[src/rtl/jtdd_romarb_pkg.sv]
// Shared types and widths for the jtdd video ROM arbiter.
// Build option JTDD_ROMARB_FIXPRIO_EN (used in jtdd_romarb.sv) selects
// fixed priority instead of round-robin.
package jtdd_romarb_pkg;

    // Requester identifiers; the numeric values double as round-robin order.
    typedef enum logic [1:0] {
        SLOT_CHAR = 2'd0,
        SLOT_SCR  = 2'd1,
        SLOT_OBJ  = 2'd2
    } slot_t;

    // SDRAM fetch sequencer states.
    typedef enum logic [1:0] {
        IDLE      = 2'd0,
        WAIT_ACK  = 2'd1,
        WAIT_DATA = 2'd2
    } state_t;

    localparam int SDRAM_AW = 22;
    localparam int DATA_W   = 16;
    localparam int CHAR_AW  = 14;   // char word address = char_addr[14:1]
    localparam int SCR_AW   = 17;
    localparam int OBJ_AW   = 18;   // widest requester address

    // Slot that follows s in the CHAR -> SCR -> OBJ -> CHAR ring.
    function automatic slot_t next_slot(input slot_t s);
        case (s)
            SLOT_CHAR: return SLOT_SCR;
            SLOT_SCR:  return SLOT_OBJ;
            default:   return SLOT_CHAR;
        endcase
    endfunction

endpackage

[src/rtl/jtdd_romarb_slot.sv]
// One-word cache for a single ROM requester: keeps the tag, data and valid
// bit of the last completed fetch and tells the arbiter whether the
// requester's current address is served (ok) or needs a fetch (pending).
module jtdd_romarb_slot
    import jtdd_romarb_pkg::*;
#(
    parameter int AW = 14
)(
    input  logic              clk,
    input  logic              rst,
    input  logic              clr,
    input  logic              wr,
    input  logic [AW-1:0]     addr,
    input  logic [AW-1:0]     wr_addr,
    input  logic [DATA_W-1:0] wr_data,
    output logic [DATA_W-1:0] data,
    output logic              ok,
    output logic              pending
);

    logic          valid;
    logic [AW-1:0] tag;

    // Cache registers: a download invalidates the word, a completed fetch
    // stores it against the address that was latched when it was issued.
    always_ff @(posedge clk or posedge rst) begin
        if (rst) begin
            valid <= 1'b0;
            tag   <= '0;
            data  <= '0;
        end else if (clr) begin
            valid <= 1'b0;
        end else if (wr) begin
            valid <= 1'b1;
            tag   <= wr_addr;
            data  <= wr_data;
        end
    end

    // Hit test is combinational so ok falls in the same cycle the address moves.
    assign ok      = valid && (addr == tag);
    assign pending = !ok;

endmodule

[src/rtl/jtdd_romarb.sv]
// Video ROM arbiter: shares the single SDRAM read port between the char,
// scroll and object fetchers, one outstanding request at a time, and keeps
// one cached word per fetcher.
// Build option: JTDD_ROMARB_FIXPRIO_EN selects fixed priority
// OBJ > CHAR > SCR; left undefined, the arbiter is round-robin.
//
// SDRAM handshake: sdram_req acts as valid and sdram_ack as ready. Once
// raised, sdram_req and sdram_addr hold steady until the cycle sdram_ack is
// seen, then sdram_req drops. data_rdy is a single-cycle strobe qualifying
// data_read and may coincide with sdram_ack. downloading masks sdram_req at
// once and abandons any fetch in flight.
module jtdd_romarb
    import jtdd_romarb_pkg::*;
#(
    parameter logic [SDRAM_AW-1:0] CHAR_OFFSET = 22'h00_0000,
    parameter logic [SDRAM_AW-1:0] SCR_OFFSET  = 22'h01_0000,
    parameter logic [SDRAM_AW-1:0] OBJ_OFFSET  = 22'h03_0000
)(
    input  logic                clk,
    input  logic                rst,
    input  logic                downloading,
    input  logic [14:0]         char_addr,
    output logic [7:0]          char_data,
    output logic                char_ok,
    input  logic [16:0]         scr_addr,
    output logic [15:0]         scr_data,
    output logic                scr_ok,
    input  logic [17:0]         obj_addr,
    output logic [15:0]         obj_data,
    output logic                obj_ok,
    output logic                sdram_req,
    output logic [SDRAM_AW-1:0] sdram_addr,
    input  logic                sdram_ack,
    input  logic                data_rdy,
    input  logic [15:0]         data_read
);

    state_t              state;
    state_t              state_nxt;
    slot_t               sel_slot;
    slot_t               arb_slot;
    logic                start;
    logic                done;
    logic                req_q;
    logic [OBJ_AW-1:0]   lat_word;
    logic [OBJ_AW-1:0]   arb_word;
    logic [SDRAM_AW-1:0] arb_base;

    logic [DATA_W-1:0]   char_word;
    logic                char_pend;
    logic                scr_pend;
    logic                obj_pend;
    logic                char_wr;
    logic                scr_wr;
    logic                obj_wr;
    logic                any_pend;

    // ------------------------------------------------------------------
    // Per-requester caches
    // ------------------------------------------------------------------
    assign char_wr = done && (sel_slot == SLOT_CHAR);
    assign scr_wr  = done && (sel_slot == SLOT_SCR);
    assign obj_wr  = done && (sel_slot == SLOT_OBJ);

    jtdd_romarb_slot #(.AW(CHAR_AW)) u_char (
        .clk     (clk),
        .rst     (rst),
        .clr     (downloading),
        .wr      (char_wr),
        .addr    (char_addr[14:1]),
        .wr_addr (lat_word[CHAR_AW-1:0]),
        .wr_data (data_read),
        .data    (char_word),
        .ok      (char_ok),
        .pending (char_pend)
    );

    jtdd_romarb_slot #(.AW(SCR_AW)) u_scr (
        .clk     (clk),
        .rst     (rst),
        .clr     (downloading),
        .wr      (scr_wr),
        .addr    (scr_addr),
        .wr_addr (lat_word[SCR_AW-1:0]),
        .wr_data (data_read),
        .data    (scr_data),
        .ok      (scr_ok),
        .pending (scr_pend)
    );

    jtdd_romarb_slot #(.AW(OBJ_AW)) u_obj (
        .clk     (clk),
        .rst     (rst),
        .clr     (downloading),
        .wr      (obj_wr),
        .addr    (obj_addr),
        .wr_addr (lat_word),
        .wr_data (data_read),
        .data    (obj_data),
        .ok      (obj_ok),
        .pending (obj_pend)
    );

    // The char layer reads bytes; the low address bit picks the half-word.
    assign char_data = char_addr[0] ? char_word[15:8] : char_word[7:0];
    assign any_pend  = char_pend || scr_pend || obj_pend;

    // ------------------------------------------------------------------
    // Arbitration
    // ------------------------------------------------------------------
`ifdef JTDD_ROMARB_FIXPRIO_EN
    // Objects first: their line-buffer fill during HBL has the tightest deadline.
    always_comb begin
        arb_slot = SLOT_CHAR;
        if (obj_pend)
            arb_slot = SLOT_OBJ;
        else if (char_pend)
            arb_slot = SLOT_CHAR;
        else if (scr_pend)
            arb_slot = SLOT_SCR;
    end
`else
    // rr_ptr names the first slot to consider; it moves past a slot only
    // once that slot's fetch has completed, so aborted fetches keep their turn.
    slot_t rr_ptr;

    // Round-robin pointer update on fetch completion.
    always_ff @(posedge clk or posedge rst) begin
        if (rst)
            rr_ptr <= SLOT_CHAR;
        else if (done)
            rr_ptr <= next_slot(sel_slot);
    end

    // Round-robin search starting at rr_ptr.
    always_comb begin
        arb_slot = SLOT_CHAR;
        case (rr_ptr)
            SLOT_SCR: begin
                if (scr_pend)       arb_slot = SLOT_SCR;
                else if (obj_pend)  arb_slot = SLOT_OBJ;
                else if (char_pend) arb_slot = SLOT_CHAR;
            end
            SLOT_OBJ: begin
                if (obj_pend)       arb_slot = SLOT_OBJ;
                else if (char_pend) arb_slot = SLOT_CHAR;
                else if (scr_pend)  arb_slot = SLOT_SCR;
            end
            default: begin
                if (char_pend)      arb_slot = SLOT_CHAR;
                else if (scr_pend)  arb_slot = SLOT_SCR;
                else if (obj_pend)  arb_slot = SLOT_OBJ;
            end
        endcase
    end
`endif

    // Word address and SDRAM base of the selected requester.
    always_comb begin
        arb_word = '0;
        arb_base = CHAR_OFFSET;
        case (arb_slot)
            SLOT_SCR: begin
                arb_word = {1'b0, scr_addr};
                arb_base = SCR_OFFSET;
            end
            SLOT_OBJ: begin
                arb_word = obj_addr;
                arb_base = OBJ_OFFSET;
            end
            default: begin
                arb_word = {4'b0000, char_addr[14:1]};
                arb_base = CHAR_OFFSET;
            end
        endcase
    end

    // ------------------------------------------------------------------
    // Fetch sequencer
    // ------------------------------------------------------------------
    // State register.
    always_ff @(posedge clk or posedge rst) begin
        if (rst)
            state <= IDLE;
        else
            state <= state_nxt;
    end

    // Next state plus the start/done strobes; downloading always wins.
    always_comb begin
        state_nxt = state;
        start     = 1'b0;
        done      = 1'b0;
        case (state)
            IDLE: begin
                if (!downloading && any_pend) begin
                    start     = 1'b1;
                    state_nxt = WAIT_ACK;
                end
            end
            WAIT_ACK: begin
                if (downloading) begin
                    state_nxt = IDLE;
                end else if (sdram_ack) begin
                    if (data_rdy) begin
                        done      = 1'b1;
                        state_nxt = IDLE;
                    end else begin
                        state_nxt = WAIT_DATA;
                    end
                end
            end
            WAIT_DATA: begin
                if (downloading) begin
                    state_nxt = IDLE;
                end else if (data_rdy) begin
                    done      = 1'b1;
                    state_nxt = IDLE;
                end
            end
            default: state_nxt = IDLE;
        endcase
    end

    // Request register: the request is live exactly while waiting for ack;
    // slot id, word address and SDRAM address are captured on start and
    // held until the next start.
    always_ff @(posedge clk or posedge rst) begin
        if (rst) begin
            req_q      <= 1'b0;
            sdram_addr <= '0;
            sel_slot   <= SLOT_CHAR;
            lat_word   <= '0;
        end else begin
            req_q <= (state_nxt == WAIT_ACK);
            if (start) begin
                sel_slot   <= arb_slot;
                lat_word   <= arb_word;
                sdram_addr <= arb_base + {{(SDRAM_AW-OBJ_AW){1'b0}}, arb_word};
            end
        end
    end

    // A download takes the port away immediately, even mid-handshake.
    assign sdram_req = req_q && !downloading;

endmodule

[config.mk]
export PLATFORM = sky130hd
export DESIGN_NAME = jtdd_romarb
export DESIGN_NICKNAME = d
export VERILOG_FILES = /design/src/rtl/jtdd_romarb_pkg.sv /design/src/rtl/jtdd_romarb_slot.sv /design/src/rtl/jtdd_romarb.sv
export SDC_FILE = /design/constraint.sdc
export NUM_CORES = 1
export LEC_CHECK = 0
export CORE_MARGIN = 5
export CORE_UTILIZATION = 53
export CTS_BUF_LIST = sky130_fd_sc_hd__clkbuf_4 sky130_fd_sc_hd__clkbuf_8
export CTS_CLUSTER_DIAMETER = 200
export DETAILED_ROUTE_END_ITERATION = 10
export PLACE_DENSITY_LB_ADDON = 0.3
export RECOVER_POWER = 25
export SKIP_LAST_GASP = 1
export SYNTH_ARGS = -nofsm -noshare
export SYNTH_HDL_FRONTEND = slang
export SYNTH_SLANG_ARGS = --single-unit
[constraint.sdc]
create_clock -name clk -period 4.7 [get_ports clk]
set_input_delay 0.94 -clock clk [delete_from_list [all_inputs] [get_ports clk]]
set_output_delay 0.94 -clock clk [all_outputs]
set_load 0.01 [all_outputs]
==> reports/qor.yml <==
cts:
  cts_tree: "yes"
  hold_buffers: 0
  clockRootBuffer: "clkbuf_8"
  htreeDepth: 4
  cts_resized: 0
  clock_path_buffers: 2
  cts_setup_buffers: 0
  cts_made_buffers: 17
  cts.sinks: 128
  path_clk_slew_ns: 0.07
  clkLatencyLatePin_ns: 0.45
layout:
  drive_gt1_share_pct: 28.1
  final_core_util_pct: 69.6
  area_growth_pct: 27.5
  fin_nets: 680
  antenna_cells: 0
floorplan:
  rows: 39
  coreArea_um2: 11500
  die_h_um: 119
  die_w_um: 119
  start_util_pct: 54.6
  die-area_um2: 14100
  ios: 137
critical_path:
  critPathArrivalTime_ns: 3.02
  worstPathCellList: "clkdlybuf4s50_1, xnor2_1, nand4_1, nor3_4, and2_1, clkdlybuf4s50_1"
  path_buf_inv: 2
  cpMostUsedCell: "clkdlybuf4s50_1"
  slowest_stage: "clkdlybuf4s50_1"
  critPathMaxStageDelay_ns: 0.59
  required_ns: 3.76
  crit_fanout: 5
  cp-start-kind: "input port"
  cp-end-kind: "output port"
  crit_family: "buffers and inverters"
  critical_path_class: "input port to output port"
route:
  drc: 0
  drt_first_pass_iters: 6
  via_per_inst: 5.53
  met2_length_um: 7530
  antenna_left: 0
  routed_wl_um: 15300
  drt-met1-wl_um: 6220
  wl_met3_um: 1300
  wl_per_cell_um: 20.2
  vias: 4180
  first_iter_violations: 241
  top_layer_used: "met4"
synthesis:
  synth-xor-area-share_pct: 6.82
  yosysMostFrequentCell: "dfrtp_1"
  synth.distinct_cells: 48
  synth_ff_type: "dfrtp_1"
  yosysTopAreaCellShare_pct: 50.9
  yosys_warnings: 0
  ys_top_cells_by_count: "128 x dfrtp_1, 103 x mux2_2, 45 x xnor2_1, 20 x buf_4, 19 x nand2_1"
  syn_area_per_cell_um2: 13.2
  synthArstFlopShare_pct: 100
  synth_top_area_cell: "dfrtp_1"
  synth_seq_area_share_pct: 50.9
  synth.mux.area_fraction_pct: 23.6
  synth_area_leaders: "dfrtp_1 51%, mux2_2 18%, xnor2_1 6.3%"
  synth_compound_area_share_pct: 5.77
  synth_fa_ha_area_share_pct: 1.79
  synth_area_um2: 6290
  synth_seq_cells: 128
  yosys.area_share.simple_pct: 6.09
  netlist_instances: 478
  synth_edf_count: 0
  synth_top_family_by_area: "multiplexers"
pwr:
  leakage_nw: 3.62
  p_per_area_nw_per_um2: 599
  irDropWorstVdd_mv: 0.332
sta:
  whs_ns: 0.485
  skew_ns: 0.00980
  maxSlewHeadroom_pct: -75.2
  fin_crit_ns: 3.96
  tns_ns: 0
  grt_setup_unrepaired: "no"
  tightest_slew_ns: 2.61
  setup_viol: 0
  final-max-slew-violation-count: 63
  finalHoldViolCount: 0
  post-route-period-util_pct: 84.2
  max_freq_ghz: 0.253
run:
  cap_violations: 1
global_route:
  antenna_found_initial: 0
  grt_pass1_wl_um: 24700
  grtUsageTotal_pct: 22.4
  grt_pass1_vias: 4675
  grt_max_degree: 68
  gr-total-overflow: 0
placement:
  hpwl_um: 10700
  routabilityCongestion: 0.765
  io_buffers: 133
run_status:
  status: "finished with violations"
  violations: "max-capacitance violations, max-slew violations"
worst_hold_path:
  hp-class: "flop to flop"
metal layers:
layer	up-vias	global-route usage, %
li1	1901	-
met1	2130	27.3
met2	128	36.8
met3	21	7.87
met4	0	8.33
met5	-	0
path summary, 6_finish.rpt:
kind / startpoint / to / slack [ns] / cells past startpoint
max: scr_addr[2] / scr_ok / 0.74 / 6
min: u_obj.valid / u_obj.valid / 0.48 / 1
max reg2reg: u_char.tag[1] / sdram_addr[17] / 1.64 / 10
min reg2reg: u_obj.valid / u_obj.valid / 0.48 / 1
max in group asynchronous: rst / lat_word[14] / 1.08 / 3
min in group asynchronous: rst / u_scr.tag[1] / 1.67 / 2
registers in the layout (all words and copies together), names as in the netlist, 2 cells and up:
signal,cells
lat_word,18
state,2
u_char.data,16
rr_ptr,2
sdram_addr,3
u_obj.tag,18
u_obj.data,16
u_scr.data,16
sel_slot,2
u_char.tag,14
u_scr.tag,17
layout make-up:
class,instances,area (um^2)
multi-input cells,303,2790
fillers,844,3500
flip-flops and latches,128,3200
clock inverters,9,105
well taps,143,179
inverters,10,40.0
repair buffers,140,1400
clock buffers,23,310
report_power, final:
group | switching, mW | internal (mW) | leakage (nW)
Sequential | 0.306 | 1.51 | 1.70
Combinational | 0.880 | 1.13 | 1.72
Clock | 0.427 | 0.545 | 0.203
stage by stage:
stage / std cells / power (mW) / setup slack, ns / cell area, um^2
2_1_floorplan: 480 / 3.10 / 0.347 / 6300
3_3_place_gp: 724 / 3.76 / 0.715 / 7620
3_5_place_dp: 724 / 3.85 / 0.659 / 7620
4_1_cts: 756 / 4.84 / 0.715 / 8030
5_1_grt: 756 / 5.10 / 0.404 / 8020
6_report: 756 / 4.80 / 0.744 / 8020
cells in the final DEF, fill, tap and decap left out, types with 10 or more instances in the layout:
cell / n
mux2_2: 103
clkdlybuf4s50_1: 132
dfrtp_1: 128
xnor2_1: 45
nand4_1: 10
a22oi_1: 18
nor2_1: 13
o21ai_0: 16
nand2_1: 19
clkbuf_8: 22
mux2_4: 17
kinds of logic (layout without fill, tap and decap cells):
kind of cell             count (synthesis)  in the layout
XOR/XNOR                                49             49
buffers and inverters                   49            182
adder cells (fa/ha/maj)                  9              9
AO/OA/AOI/OAI                           50             50
flip-flops                             128            128
multiplexers                           126            126
AND/OR/NAND/NOR                         66             66
other                                    1              3
worst register-to-register path, cell delays in order, from the launching register on:
cell      delay [ns]
dfrtp_1         0.39
xnor2_1         0.23
nand4_1         0.16
or4_4           0.57
nand3b_1        0.19
a211o_1         0.36
ha_1            0.21
a22oi_1         0.17
nor2_1          0.09
ha_1            0.30
mux2_4          0.27
Note: power is estimated with default switching activity, not from simulation.
